## config.mk

```make
export PLATFORM = sky130hd
export DESIGN_NAME = hazard_ctrl_flat
export DESIGN_NICKNAME = d
export VERILOG_FILES = /design/src/rtl/hazard_ctrl_if.sv /design/src/rtl/hazard_ctrl.sv /design/src/flat_wrapper.sv
export SDC_FILE = /design/constraint.sdc
export NUM_CORES = 1
export LEC_CHECK = 0
export ABC_AREA = 1
export BUFFER_PORTS_ARGS = -buffer_cell sky130_fd_sc_hd__clkbuf_2
export CORE_ASPECT_RATIO = 0.9
export CORE_MARGIN = 2
export CORE_UTILIZATION = 55
export DETAILED_ROUTE_END_ITERATION = 6
export PLACE_DENSITY = 0.86
export SYNTH_ARGS = -nofsm -noshare
export SYNTH_HDL_FRONTEND = slang
export SYNTH_SLANG_ARGS = --single-unit
```

## constraint.sdc

```tcl
create_clock -name clk -period 2.2 [get_ports clk]
set_input_delay 0.22 -clock clk [delete_from_list [all_inputs] [get_ports clk]]
set_output_delay 0.22 -clock clk [all_outputs]
set_load 0.02 [all_outputs]
```

## src/rtl/hazard_ctrl_if.sv

```systemverilog
// hazard_ctrl_if: OF/EX/WB-side signals of the pipeline interlock controller.
// master = pipeline (drives instruction/WB info), slave = hazard_ctrl.
interface hazard_ctrl_if #(
    parameter int unsigned CNT_W = 16
);
    logic             of_valid;
    logic [3:0]       of_rs1;
    logic [3:0]       of_rs2;
    logic [3:0]       of_rd;
    logic             of_use_rs1;
    logic             of_use_rs2;
    logic             of_wr_rd;
    logic             of_mc;
    logic             ex_branch_taken;
    logic             wb_valid;
    logic [3:0]       wb_adr;
    logic             stall;
    logic             bubble;
    logic             flush;
    logic             ex_hold;
    logic [15:0]      busy_mask;
    logic [CNT_W-1:0] stall_cnt;

    modport master (
        output of_valid, of_rs1, of_rs2, of_rd, of_use_rs1, of_use_rs2, of_wr_rd, of_mc,
        output ex_branch_taken, wb_valid, wb_adr,
        input  stall, bubble, flush, ex_hold, busy_mask, stall_cnt
    );

    modport slave (
        input  of_valid, of_rs1, of_rs2, of_rd, of_use_rs1, of_use_rs2, of_wr_rd, of_mc,
        input  ex_branch_taken, wb_valid, wb_adr,
        output stall, bubble, flush, ex_hold, busy_mask, stall_cnt
    );
endinterface

```

## src/rtl/hazard_ctrl.sv

```systemverilog
// hazard_ctrl: operand-fetch interlock for the 5-stage pipeline. Tracks pending register
// writes in a scoreboard and freezes the front end while a multi-cycle EX op runs.
module hazard_ctrl #(
    parameter int unsigned MC_LAT = 4,
    parameter int unsigned CNT_W  = 16
) (
    input logic          clk,
    input logic          reset,
    hazard_ctrl_if.slave bus
);
    typedef enum logic [0:0] {StRun, StMcWait} state_e;

    state_e           state_q, state_d;
    logic [15:0]      pending_q, pending_d;
    logic [3:0]       cnt_q, cnt_d;
    logic [CNT_W-1:0] stall_cnt_q, stall_cnt_d;
    logic             hazard;
    logic             issue;
    logic             stall;
    logic             bubble;
    logic             flush;

    // The WAW term keeps an older pending write from landing after a newer one.
    assign hazard = bus.of_valid & ((bus.of_use_rs1 & pending_q[bus.of_rs1]) |
                                    (bus.of_use_rs2 & pending_q[bus.of_rs2]) |
                                    (bus.of_wr_rd   & pending_q[bus.of_rd]));

    always_comb begin
        state_d = state_q;
        cnt_d   = cnt_q;
        stall   = 1'b0;
        bubble  = 1'b0;
        flush   = 1'b0;
        issue   = 1'b0;
        unique case (state_q)
            StRun: begin
                if (bus.ex_branch_taken) begin
                    flush = 1'b1;
                end else if (hazard) begin
                    stall  = 1'b1;
                    bubble = 1'b1;
                end else if (bus.of_valid) begin
                    issue = 1'b1;
                    if (bus.of_mc) begin
                        cnt_d   = 4'(MC_LAT - 1);
                        state_d = StMcWait;
                    end
                end
            end
            StMcWait: begin
                // A taken branch here is illegal and deliberately ignored.
                stall = 1'b1;
                cnt_d = cnt_q - 4'd1;
                if (cnt_q == 4'd1) begin
                    state_d = StRun;
                end
            end
            default: ;
        endcase
    end

    always_comb begin
        pending_d = pending_q;
        if (bus.wb_valid) begin
            pending_d[bus.wb_adr] = 1'b0;
        end
        // Set after clear so a same-cycle issue to the written register wins.
        if (issue && bus.of_wr_rd) begin
            pending_d[bus.of_rd] = 1'b1;
        end
        stall_cnt_d = stall_cnt_q;
        if (stall && (stall_cnt_q != {CNT_W{1'b1}})) begin
            stall_cnt_d = stall_cnt_q + {{(CNT_W-1){1'b0}}, 1'b1};
        end
    end

    always_ff @(posedge clk or negedge reset) begin
        if (!reset) begin
            state_q     <= StRun;
            pending_q   <= '0;
            cnt_q       <= '0;
            stall_cnt_q <= '0;
        end else begin
            state_q     <= state_d;
            pending_q   <= pending_d;
            cnt_q       <= cnt_d;
            stall_cnt_q <= stall_cnt_d;
        end
    end

    // Combinational controls are forced low while reset is held.
    assign bus.stall     = stall & reset;
    assign bus.bubble    = bubble & reset;
    assign bus.flush     = flush & reset;
    assign bus.ex_hold   = (state_q == StMcWait);
    assign bus.busy_mask = pending_q;
    assign bus.stall_cnt = stall_cnt_q;
endmodule

```

## src/flat_wrapper.sv

```systemverilog
// flat-port wrapper written by rule: the top's interface ports become plain ports
module hazard_ctrl_flat 
#(
    parameter int unsigned MC_LAT = 4,
    parameter int unsigned CNT_W  = 16
)
  (clk, reset, bus_of_valid, bus_of_rs1, bus_of_rs2, bus_of_rd, bus_of_use_rs1, bus_of_use_rs2, bus_of_wr_rd, bus_of_mc, bus_ex_branch_taken, bus_wb_valid, bus_wb_adr, bus_stall, bus_bubble, bus_flush, bus_ex_hold, bus_busy_mask, bus_stall_cnt);
  hazard_ctrl_if #(.CNT_W(CNT_W)) bus_i ();
  input logic clk;
  input logic reset;
  input wire logic [$bits(bus_i.of_valid)-1:0] bus_of_valid;
  input wire logic [$bits(bus_i.of_rs1)-1:0] bus_of_rs1;
  input wire logic [$bits(bus_i.of_rs2)-1:0] bus_of_rs2;
  input wire logic [$bits(bus_i.of_rd)-1:0] bus_of_rd;
  input wire logic [$bits(bus_i.of_use_rs1)-1:0] bus_of_use_rs1;
  input wire logic [$bits(bus_i.of_use_rs2)-1:0] bus_of_use_rs2;
  input wire logic [$bits(bus_i.of_wr_rd)-1:0] bus_of_wr_rd;
  input wire logic [$bits(bus_i.of_mc)-1:0] bus_of_mc;
  input wire logic [$bits(bus_i.ex_branch_taken)-1:0] bus_ex_branch_taken;
  input wire logic [$bits(bus_i.wb_valid)-1:0] bus_wb_valid;
  input wire logic [$bits(bus_i.wb_adr)-1:0] bus_wb_adr;
  output wire logic [$bits(bus_i.stall)-1:0] bus_stall;
  output wire logic [$bits(bus_i.bubble)-1:0] bus_bubble;
  output wire logic [$bits(bus_i.flush)-1:0] bus_flush;
  output wire logic [$bits(bus_i.ex_hold)-1:0] bus_ex_hold;
  output wire logic [$bits(bus_i.busy_mask)-1:0] bus_busy_mask;
  output wire logic [$bits(bus_i.stall_cnt)-1:0] bus_stall_cnt;
  assign bus_i.of_valid = bus_of_valid;
  assign bus_i.of_rs1 = bus_of_rs1;
  assign bus_i.of_rs2 = bus_of_rs2;
  assign bus_i.of_rd = bus_of_rd;
  assign bus_i.of_use_rs1 = bus_of_use_rs1;
  assign bus_i.of_use_rs2 = bus_of_use_rs2;
  assign bus_i.of_wr_rd = bus_of_wr_rd;
  assign bus_i.of_mc = bus_of_mc;
  assign bus_i.ex_branch_taken = bus_ex_branch_taken;
  assign bus_i.wb_valid = bus_wb_valid;
  assign bus_i.wb_adr = bus_wb_adr;
  assign bus_stall = bus_i.stall;
  assign bus_bubble = bus_i.bubble;
  assign bus_flush = bus_i.flush;
  assign bus_ex_hold = bus_i.ex_hold;
  assign bus_busy_mask = bus_i.busy_mask;
  assign bus_stall_cnt = bus_i.stall_cnt;
  hazard_ctrl #(.MC_LAT(MC_LAT), .CNT_W(CNT_W)) u_core (.clk(clk), .reset(reset), .bus(bus_i));
endmodule
```

==> metrics.sh <==
ASYNC_RESET_FF_FRAC=1.00
MAX_FREQ_MHz=481
IR_DROP_WORST_VDD_mV=0.373
AVGROUTEDWIREPERCELL_UM=13.9
PLACE_HPWL_UM=5640
GRT-OVFL-TOTAL=0
DRC=0
YOSYS.CELL_TYPES.COUNT=30
DRT_ITER0_DRC=185
END_KIND='output port'
POWER.DENSITY_mW_PER_MM2=810
PRECTSSETUPSLACK_PS=299
POST-ROUTE-MIN-PERIOD_PS=2080
SLEW_VIOLATIONS=0
START_KIND='register'
TIMING.CRITICAL_PATH.FANOUT_MAX=3
PERIOD_SHARE=0.944
CTS-ROOT-TO-SINK-BUFFERS=2
LAYOUT.NETS=509
SETUP_VIOL=0
GRT_SETUP_UNREPAIRED='false'
MET2_LENGTH_UM=3470
SYNTHTOLAYOUTAREAGROWTH_PCT=19.4
CLKSLEWWORSTSETUPHOLDPATHS_PS=80
TOTAL_OF_FLIP_FLOPS_PLUS_LATCHES_AFTER_SYNTHESIS=37
TIMING.SLEW.HEADROOM=0.693
GLOBALROUTETOTALUTIL=0.286
MAPPEDNETLISTNETS=442
STD_CELL_ROWS=24
NUM_ANTENNA_CELLS=0
FINAL-HOLD-VIOLATION-COUNT=0
WORST_HOLD_PATH_TYPE='in2reg'
SYNTH-MAIN-FF-CELL='sky130_fd_sc_hd__dfrtp_1'
WORST_HOLD_SLACK_PS=242
WORST_EP_ARRIVAL_TIME_PS=1860
FINISH.UTILIZATION=0.673
ANTENNA_LEFT=0
LAYOUT-DRIVE-GT1-SHARE=0.195
SYN-INSTANCE-COUNT=414
ANTENNA_FOUND_INITIAL=0
POWER_LEAKAGE_nW=1.84
FIN_SKEW_PS=10.4
TOTALNEGATIVESETUPSLACK_PS=0
SLEW_OF_THE_PIN_WITH_THE_LOWEST_SLEW_MARGIN_PS=461
SYNTH.YOSYS.WARNINGS=0
CLOCK_TREE_ROOT='sky130_fd_sc_hd__clkbuf_8'
CHIPHEIGHT_UM=70.3
PATH_CLASS='reg2out'
VIA_COUNT_OF_THE_FIRST_GLOBAL_ROUTING_PASS=2722
CLK_LAT_WORST_SKEW_PS=300
VIAS=2987
DRV.MAX_CAP_VIOLATION_COUNT=0
VIASPERCELL=5.46
LAYOUT_SETUP_WS_PS=123
GRT_PASS1_WL_UM=12500
CTS_TREE='built'
CRITPATHREQUIREDTIME_PS=1980
ROUTED.TOP_LAYER='met4'
TRITONCTS.NUM_BUFFERS=5
PORTBUFFERS=60
CTS-HTREE-LEVELS=2
FIN_TOTAL_PWR_mW=2.60
MAXIMUM_NUMBER_OF_PINS_ON_ONE_NET_BEFORE_GLOBAL_ROUTE_REPAIR=37
SYNTH-EDFF-COUNT=0
DIE-WIDTH_UM=77.7
DRT-PASS1-ITER-COUNT=5
AVGSYNTHCELLAREA_UM2=6.50
DETAIL_ROUTE.WIRELENGTH_UM=7620
CORE_MM2=0.00477
GLOBALPLACE.CONGESTION=0.943
TOTAL_DIE_AREA_MM2=0.00547
SEQUENTIAL_CELL_AREA_FRACTION_IN_THE_YOSYS_REPORT=0.344
NUMBER_OF_TOP_LEVEL_DESIGN_PORTS=61
CLOCK_SINK_COUNT=37
DETAIL_ROUTE.WIRELENGTH.MET1_UM=3330
SYN-CELL-AREA_MM2=0.00269
STATUS='complete, no violations'
DETAILROUTE.WIRELENGTH.MET3_UM=658
INITIAL_UTILIZATION=0.563
-- cells by family after synthesis --
kind of cell,count (synthesis),synth area share
AO/OA/AOI/OAI,26,0.0526
adder cells (fa/ha/maj),3,0.0140
AND/OR/NAND/NOR,272,0.450
buffers and inverters,62,0.0940
flip-flops,37,0.344
XOR/XNOR,14,0.0456
-- critical path, stage by stage (launching register included) --
cell	delay, ps
sky130_fd_sc_hd__dfrtp_1	410
sky130_fd_sc_hd__inv_1	110
sky130_fd_sc_hd__nand2_1	70
sky130_fd_sc_hd__nand3_1	60
sky130_fd_sc_hd__nand2_1	70
sky130_fd_sc_hd__nand2_1	50
sky130_fd_sc_hd__nand3b_1	70
sky130_fd_sc_hd__nand3_1	110
sky130_fd_sc_hd__nand3_2	110
sky130_fd_sc_hd__nand2_2	80
sky130_fd_sc_hd__nor3_1	190
sky130_fd_sc_hd__buf_2	210
-- state kept, by name, indices dropped and copies added, names as in the netlist --
| signal | count |
|---|---|
| u_core.cnt_q | 4 |
| u_core.bus.busy_mask | 16 |
| u_core.bus.stall_cnt | 16 |
| u_core.bus.ex_hold | 1 |
-- layer usage --
layer  track usage  vias to the layer above
li1              -                     1458
met2         0.444                      137
met5             0                        -
met1         0.390                     1372
met3        0.0724                       20
met4        0.0972                        0
-- final cells by class --
| class | instances | area, um2 |
|---|---|---|
| Clock buffer | 6 | 82.6 |
| Clock inverter | 2 | 37.5 |
| Fill cell | 409 | 1560 |
| Inverter | 52 | 195 |
| Multi-Input combinational cell | 315 | 1510 |
| Sequential cell | 37 | 926 |
| Tap cell | 65 | 81.3 |
| Timing Repair Buffer | 70 | 378 |
-- cell usage after synthesis, types with 4 or more instances --
| master | n | area share |
|---|---|---|
| sky130_fd_sc_hd__nor3_1 | 7 | 0.013 |
| sky130_fd_sc_hd__dfrtp_1 | 37 | 0.34 |
| sky130_fd_sc_hd__nand2_1 | 147 | 0.21 |
| sky130_fd_sc_hd__inv_2 | 6 | 0.0084 |
| sky130_fd_sc_hd__nand4_1 | 20 | 0.047 |
| sky130_fd_sc_hd__buf_2 | 4 | 0.0074 |
| sky130_fd_sc_hd__o21ai_0 | 21 | 0.039 |
| sky130_fd_sc_hd__xor2_1 | 11 | 0.036 |
| sky130_fd_sc_hd__nand3_1 | 49 | 0.091 |
| sky130_fd_sc_hd__inv_1 | 46 | 0.064 |
| sky130_fd_sc_hd__nor2_1 | 33 | 0.046 |
-- path summary, 6_finish.rpt --
check	start	end	slack [ps]	cells past startpoint
max	u_core.bus.busy_mask[0]$_DFF_PN0_	bus_bubble	120	11
min	bus_of_mc	u_core.bus.ex_hold$_DFF_PN0_	240	3
max reg2reg	u_core.bus.stall_cnt[1]$_DFFE_PN0P_	u_core.bus.stall_cnt[4]$_DFFE_PN0P_	310	9
min reg2reg	u_core.bus.stall_cnt[15]$_DFFE_PN0P_	u_core.bus.stall_cnt[15]$_DFFE_PN0P_	540	2
max in group asynchronous	reset	u_core.bus.busy_mask[14]$_DFF_PN0_	1250	3
min in group asynchronous	reset	u_core.bus.stall_cnt[1]$_DFFE_PN0P_	270	2
-- cells in the final DEF (no fill, tap or decap), types with 6 or more instances in the layout --
master | netlist | routed
sky130_fd_sc_hd__o21ai_0 | 21 | 21
sky130_fd_sc_hd__buf_4 | 2 | 9
sky130_fd_sc_hd__dfrtp_1 | 37 | 37
sky130_fd_sc_hd__inv_2 | 6 | 6
sky130_fd_sc_hd__clkbuf_2 | 0 | 59
sky130_fd_sc_hd__nor3_1 | 7 | 7
sky130_fd_sc_hd__nand2_1 | 147 | 147
sky130_fd_sc_hd__xor2_1 | 11 | 11
sky130_fd_sc_hd__nand3_1 | 49 | 49
sky130_fd_sc_hd__inv_1 | 46 | 46
sky130_fd_sc_hd__nand4_1 | 20 | 20
sky130_fd_sc_hd__nor2_1 | 33 | 33
sky130_fd_sc_hd__clkbuf_8 | 0 | 6
-- where the power goes --
| group | switching [mW] | internal, mW |
|---|---|---|
| clock network | 0.260 | 0.369 |
| logic | 0.667 | 0.330 |
| registers | 0.161 | 0.813 |
| total | 1.09 | 1.51 |
-- per-stage QoR --
step	instance area, um2	std cells
after floorplan	2690	414
after global placement	3060	535
after detailed placement	3060	535
after CTS	3190	544
after global routing	3210	547
final	3210	547
-- repair_timing --
action                                 in CTS  in global routing
gates resized for setup                     0                  1
buffers inserted                            0                  3
setup endpoints to repair                   0                  1
endpoints found under the hold margin       1                  0
hold buffers                                1                  0
Note: power is estimated with default switching activity, not from simulation.
